**src/rtl/mem_arb_pkg.sv**
```systemverilog
// Shared types and default sizing for the single-port memory arbiter.
package mem_arb_pkg;

   typedef enum logic [1:0] {
      IDLE = 2'd0,
      OWN  = 2'd1,
      GAP  = 2'd2
   } arb_state_e;

   localparam int DEF_N_REQ  = 3;
   localparam int DEF_ADDR_W = 4;
   localparam int DEF_DATA_W = 4;

   function automatic int ptr_width(input int n);
      return (n > 1) ? $clog2(n) : 1;
   endfunction

endpackage

```
**src/rtl/rr_pick.sv**
```systemverilog
// Combinational round-robin picker: first set req bit at or after ptr, wrapping.
module rr_pick #(
   parameter int N_REQ = 3,
   parameter int PTR_W = 2
) (
   input  logic [N_REQ-1:0] req,
   input  logic [PTR_W-1:0] ptr,
   output logic [N_REQ-1:0] win,
   output logic [PTR_W-1:0] win_idx,
   output logic             valid
);

   int               j;
   logic [PTR_W-1:0] jj;

   always_comb begin
      win     = '0;
      win_idx = '0;
      valid   = 1'b0;
      j       = 0;
      jj      = '0;
      for (int i = 0; i < N_REQ; i++) begin
         j = int'(ptr) + i;
         if (j >= N_REQ) j = j - N_REQ;
         jj = PTR_W'(j);
         if (!valid && req[jj]) begin
            valid   = 1'b1;
            win[jj] = 1'b1;
            win_idx = jj;
         end
      end
   end

endmodule

```
**src/rtl/mem_port_arbiter.sv**
```systemverilog
// Round-robin owner arbiter for one synchronous RAM port with a forced idle GAP between owners.
// Optional per-requester grant counters: define MEM_ARB_STATS_EN.
module mem_port_arbiter
   import mem_arb_pkg::*;
#(
   parameter int N_REQ  = DEF_N_REQ,
   parameter int ADDR_W = DEF_ADDR_W,
   parameter int DATA_W = DEF_DATA_W
) (
   input  logic                      clk,
   input  logic                      reset,
   input  logic [N_REQ-1:0]          req,
   input  logic [N_REQ*ADDR_W-1:0]   req_addr,
   input  logic [N_REQ*DATA_W-1:0]   req_data,
   input  logic [N_REQ-1:0]          req_wren,
   output logic [N_REQ-1:0]          gnt,
   output logic [N_REQ-1:0]          rvalid,
   output logic [DATA_W-1:0]         rdata,
   output logic [ADDR_W-1:0]         mem_addr,
   output logic [DATA_W-1:0]         mem_data,
   output logic                      mem_wren,
   input  logic [DATA_W-1:0]         mem_q
`ifdef MEM_ARB_STATS_EN
   ,output logic [N_REQ*8-1:0]       grant_cnt
`endif
);

   localparam int PTR_W = ptr_width(N_REQ);

   arb_state_e       state_q, state_d;
   logic [PTR_W-1:0] owner_q, owner_d;
   logic [PTR_W-1:0] ptr_q, ptr_d;
   logic [N_REQ-1:0] gnt_q, gnt_d;
   logic [N_REQ-1:0] rv_q, rv_d;

   logic [N_REQ-1:0] pick_win;
   logic [PTR_W-1:0] pick_idx;
   logic             pick_vld;
   logic             grant_fire;
   logic             drive;

   rr_pick #(.N_REQ(N_REQ), .PTR_W(PTR_W)) u_pick (
      .req     (req),
      .ptr     (ptr_q),
      .win     (pick_win),
      .win_idx (pick_idx),
      .valid   (pick_vld)
   );

   // The port is only driven while the owner still holds req; its release cycle is dead.
   assign drive = (state_q == OWN) && req[owner_q] && !reset;

   always_comb begin
      state_d    = state_q;
      owner_d    = owner_q;
      ptr_d      = ptr_q;
      gnt_d      = '0;
      grant_fire = 1'b0;
      case (state_q)
         IDLE, GAP: begin
            if (pick_vld) begin
               state_d    = OWN;
               owner_d    = pick_idx;
               ptr_d      = (pick_idx == PTR_W'(N_REQ - 1)) ? '0 : pick_idx + 1'b1;
               gnt_d      = pick_win;
               grant_fire = 1'b1;
            end else begin
               state_d = IDLE;
            end
         end
         OWN: begin
            if (req[owner_q]) gnt_d = gnt_q;
            else              state_d = GAP;
         end
         default: state_d = IDLE;
      endcase
      rv_d = (drive && !req_wren[owner_q]) ? gnt_q : '0;
   end

   always_ff @(posedge clk) begin
      if (reset) begin
         state_q <= IDLE;
         owner_q <= '0;
         ptr_q   <= '0;
         gnt_q   <= '0;
         rv_q    <= '0;
      end else begin
         state_q <= state_d;
         owner_q <= owner_d;
         ptr_q   <= ptr_d;
         gnt_q   <= gnt_d;
         rv_q    <= rv_d;
      end
   end

   assign gnt      = gnt_q;
   assign mem_addr = drive ? req_addr[owner_q*ADDR_W +: ADDR_W] : '0;
   assign mem_data = drive ? req_data[owner_q*DATA_W +: DATA_W] : '0;
   assign mem_wren = drive && req_wren[owner_q];
   assign rvalid   = reset ? '0 : rv_q;
   assign rdata    = (!reset && |rv_q) ? mem_q : '0;

`ifdef MEM_ARB_STATS_EN
   logic [N_REQ-1:0][7:0] cnt_q, cnt_d;

   always_comb begin
      cnt_d = cnt_q;
      if (grant_fire && cnt_q[pick_idx] != 8'hff)
         cnt_d[pick_idx] = cnt_q[pick_idx] + 8'd1;
   end

   always_ff @(posedge clk) begin
      if (reset) cnt_q <= '0;
      else       cnt_q <= cnt_d;
   end

   assign grant_cnt = cnt_q;
`endif

endmodule

```
**config.mk**
```make
export PLATFORM = sky130hd
export DESIGN_NAME = mem_port_arbiter
export DESIGN_NICKNAME = d
export VERILOG_FILES = /design/src/rtl/mem_arb_pkg.sv /design/src/rtl/rr_pick.sv /design/src/rtl/mem_port_arbiter.sv
export SDC_FILE = /design/constraint.sdc
export NUM_CORES = 1
export LEC_CHECK = 0
export ABC_CLOCK_PERIOD_IN_PS = 4300
export CORE_MARGIN = 1.5
export CORE_UTILIZATION = 43
export CTS_CLUSTER_SIZE = 14
export DETAILED_ROUTE_END_ITERATION = 16
export PLACE_DENSITY = 0.87
export SLEW_MARGIN = 40
export SYNTH_ARGS = -nofsm -noshare
export SYNTH_HDL_FRONTEND = slang
export SYNTH_SLANG_ARGS = --single-unit
```
**constraint.sdc**
```tcl
create_clock -name clk -period 4.3 [get_ports clk]
set_clock_uncertainty 0.2 [all_clocks]
set_input_delay 0.645 -clock clk [delete_from_list [all_inputs] [get_ports clk]]
set_output_delay 0.645 -clock clk [all_outputs]
set_load 0.03 [all_outputs]
```
==> results.py <==
metrics = {
    "global_route": {
        "grt_usage_pct": 21.1,
        "grt_max_degree": 17,
        "grt_remaining_overflow": 0,
        "antenna_found_initial": 0,
        "grt_pass1_wl_mm": 4.57,
        "grt_pass1_vias": 1028,
    },
    "power_and_ir_drop": {
        "power_density_nw_per_um2": 475,
        "power_leakage_nw": 0.625,
        "peakVddDrop_uv": 406,
    },
    "timing": {
        "fin_crit_ns": 3.67,
        "setup_tns_ns": 0,
        "worst_pin_slew_ns": 0.650,
        "fmax_mhz": 272,
        "hold_viol": 0,
        "slew_headroom_pct": 56.6,
        "slew_viol_final": 0,
        "setup_viol": 0,
        "layout_worst_path_cycle_share_pct": 85.4,
        "rsz0062_at_grt": "no",
    },
    "floorplanning": {
        "ioPinCount": 55,
        "core_um2": 2480,
        "num_rows": 18,
        "start_util_pct": 45.3,
        "dieHeight_um": 54.1,
        "die_area_um2": 2920,
        "die_w_um": 54.1,
    },
    "place": {
        "dp.cells": 218,
        "dpl.hpwl_mm": 2.41,
        "routabilityCongestion": 0.769,
        "portBuffers": 54,
    },
    "clock_network": {
        "clk_pin_slew_ns": 0.06,
        "h-tree-depth": 1,
        "clk_path_buf_depth": 2,
        "root_buffer": "clkbuf_4",
        "cts_resized": 0,
        "holdBufCountCts": 0,
        "clock_latency_ns": 0.27,
        "numCtsBuffers": 3,
        "clock_sinks": 12,
        "tritoncts": "yes",
        "cts_setup_buffers": 0,
    },
    "job": {
        "maxCapViolations": 0,
    },
    "layout": {
        "fill_cells": 212,
        "regArea_um2": 240,
        "n_antenna_cell": 0,
        "fin_nets": 233,
        "area_delta_synth_final_pct": 47.7,
        "layout_common_cells": "clkdlybuf4s50_1 (54), nor2_1 (20), a21oi_1 (15)",
        "multi_input_area_um2": 796,
        "final_layout_size_suffix_gt1_share_pct": 5.24,
        "final_common_cell": "clkdlybuf4s50_1",
        "fin_cells": 221,
    },
    "worst_setup_path": {
        "r2r-end": "gnt[0]",
        "setup.worst_path.start_class": "input port",
        "setup.worst_path.end_class": "primary output",
        "rrSetupSlack_ns": 1.73,
        "reg2reg_depth": 7,
        "worst-endpoint-required_ns": 3.45,
        "worstSetupPathType": "in2out",
        "timing.rr.start": "ptr_q[0]",
        "critical_path.max_fanout": 10,
        "critPathArrivalTime_ns": 2.83,
    },
    "synth": {
        "synth_xor_area_share_pct": 0.781,
        "synth_area_leader_cell": "dfxtp_1",
        "synth.avg_cell_area_um2": 7.84,
        "synth_flop_cell": "dfxtp_1",
        "synth_area_leaders": "dfxtp_1 (21%), mux2i_1 (13%), a21oi_1 (6.7%)",
        "synth_compound_area_share_pct": 22.7,
        "synth_fa_ha_area_share_pct": 4.46,
        "synthCells": 143,
        "synth_enable_flop_cells": 0,
        "async_flop_share_pct": 0,
        "synth.area.mux_share_pct": 13.5,
        "syn-num-nets": 183,
        "ys_warn_count": 0,
        "netlist_area_um2": 1120,
        "synth_cell_types": 41,
        "synth_top_family_by_area": "simple AND/OR/NAND/NOR gates",
        "synthSimpleGateAreaFrac_pct": 29.6,
        "ys_seq_area_share_pct": 21.4,
        "ys_ff_latch": 12,
        "synth.top_cell.area_share_pct": 21.4,
    },
    "outcome": {
        "status": "completed",
    },
    "drt": {
        "drt-initial-drc-count": 29,
        "post_drt_wl_per_cell_um": 13.8,
        "drcViolationCount": 0,
        "via_per_inst": 5.31,
        "firstDrtPassIters": 4,
        "vias": 1173,
        "drt-total-wl_mm": 3.06,
        "drtAntennaViolNets": 0,
    },
    "min_path": {
        "min_path_type": "reg2reg",
        "hold_path_end": "rv_q[2]",
        "hold_path_depth": 1,
        "hp-start": "gnt[2]",
    },
}
==> state kept, by name, summed over array words and instances (netlist names) <==
name     flops
gnt          3
owner_q      2
rv_q         3
state_q      2
ptr_q        2
==> cell usage after synthesis (2+ instances only) <==
library cell   n
a21oi_1       15
a22o_1         2
and2_1         5
and2b_1        3
and3_1         3
buf_2          2
buf_4          2
buf_6          2
clkbuf_1       2
dfxtp_1       12
ha_1           4
inv_1          3
mux2i_1       14
nand2_1        9
nand2b_1       3
nand3b_1       2
nor2_1        20
nor2b_1        7
nor3_1         2
nor3b_1        2
o21ai_0        5
o2bb2ai_1      2
o31ai_1        2
or2b_1         2
or3_1          2
==> per-stage QoR <==
stage | worst slack, ns | hold WS [ns] | util (%) | total power, mW | area, um2
6_report | 0.629 | 0.298 | 66.8 | 0.787 | 1660
3_5_place_dp | 0.609 | 0.287 | 65.9 | 0.715 | 1630
5_1_grt | 0.442 | 0.327 | 66.8 | 0.849 | 1660
3_3_place_gp | 0.713 | 0.275 | 65.9 | 0.694 | 1630
2_1_floorplan | 1.67 | 0.265 | - | 0.593 | 1120
4_1_cts | 0.630 | 0.302 | 66.8 | 0.783 | 1660
==> metal layers <==
| metal | GRT usage [%] | vias to the layer above | wire length (um) |
|---|---|---|---|
| met4 | 3.33 | 0 | 2 |
| met3 | 4.72 | 2 | 142 |
| met1 | 24.9 | 541 | 1270 |
| li1 | - | 598 | - |
| met2 | 39.2 | 32 | 1640 |
| met5 | 0 | - | 0 |
==> area by class of cell <==
class | instances | share of cell area [%]
well taps | 30 | 2.27
clock buffers | 3 | 1.36
inverters | 3 | 0.680
repair buffers | 55 | 33.1
multi-input cells | 118 | 48.1
flip-flops and latches | 12 | 14.5
==> cells by family after synthesis <==
kind of cell / count (synthesis)
muxes: 15
DFF: 12
AOI/OAI and AO/OA: 35
adders and majority gates: 4
and+or+nand+nor: 63
buffers and inverters: 13
xor gates and xnor gates: 1
==> worst max-delay path, cell delays in order <==
cell and delay, ns:
clkdlybuf4s50_1 0.62, mux2i_1 0.12, o21ai_0 0.28, nand2_1 0.29, nor2_1 0.17, clkdlybuf4s50_1 0.69
==> report_power, final <==
| group | total (mW) | switching, mW | internal (mW) |
|---|---|---|---|
| sequential | 0.180 | 0.0387 | 0.141 |
| combinational | 0.540 | 0.294 | 0.246 |
| clock | 0.0674 | 0.0351 | 0.0324 |
==> worst max-delay path by stage <==
stage | from | to | slack [ns]
3_3_place_gp | req[0] | mem_data[2] | 0.71
4_1_cts | req[0] | mem_data[0] | 0.63
3_5_place_dp | req[0] | mem_data[0] | 0.61
6_report | req[0] | mem_data[0] | 0.63
2_1_floorplan | reset | rdata[0] | 1.67
5_1_grt | req[0] | mem_data[2] | 0.44
(Power assumes the default switching activity.)
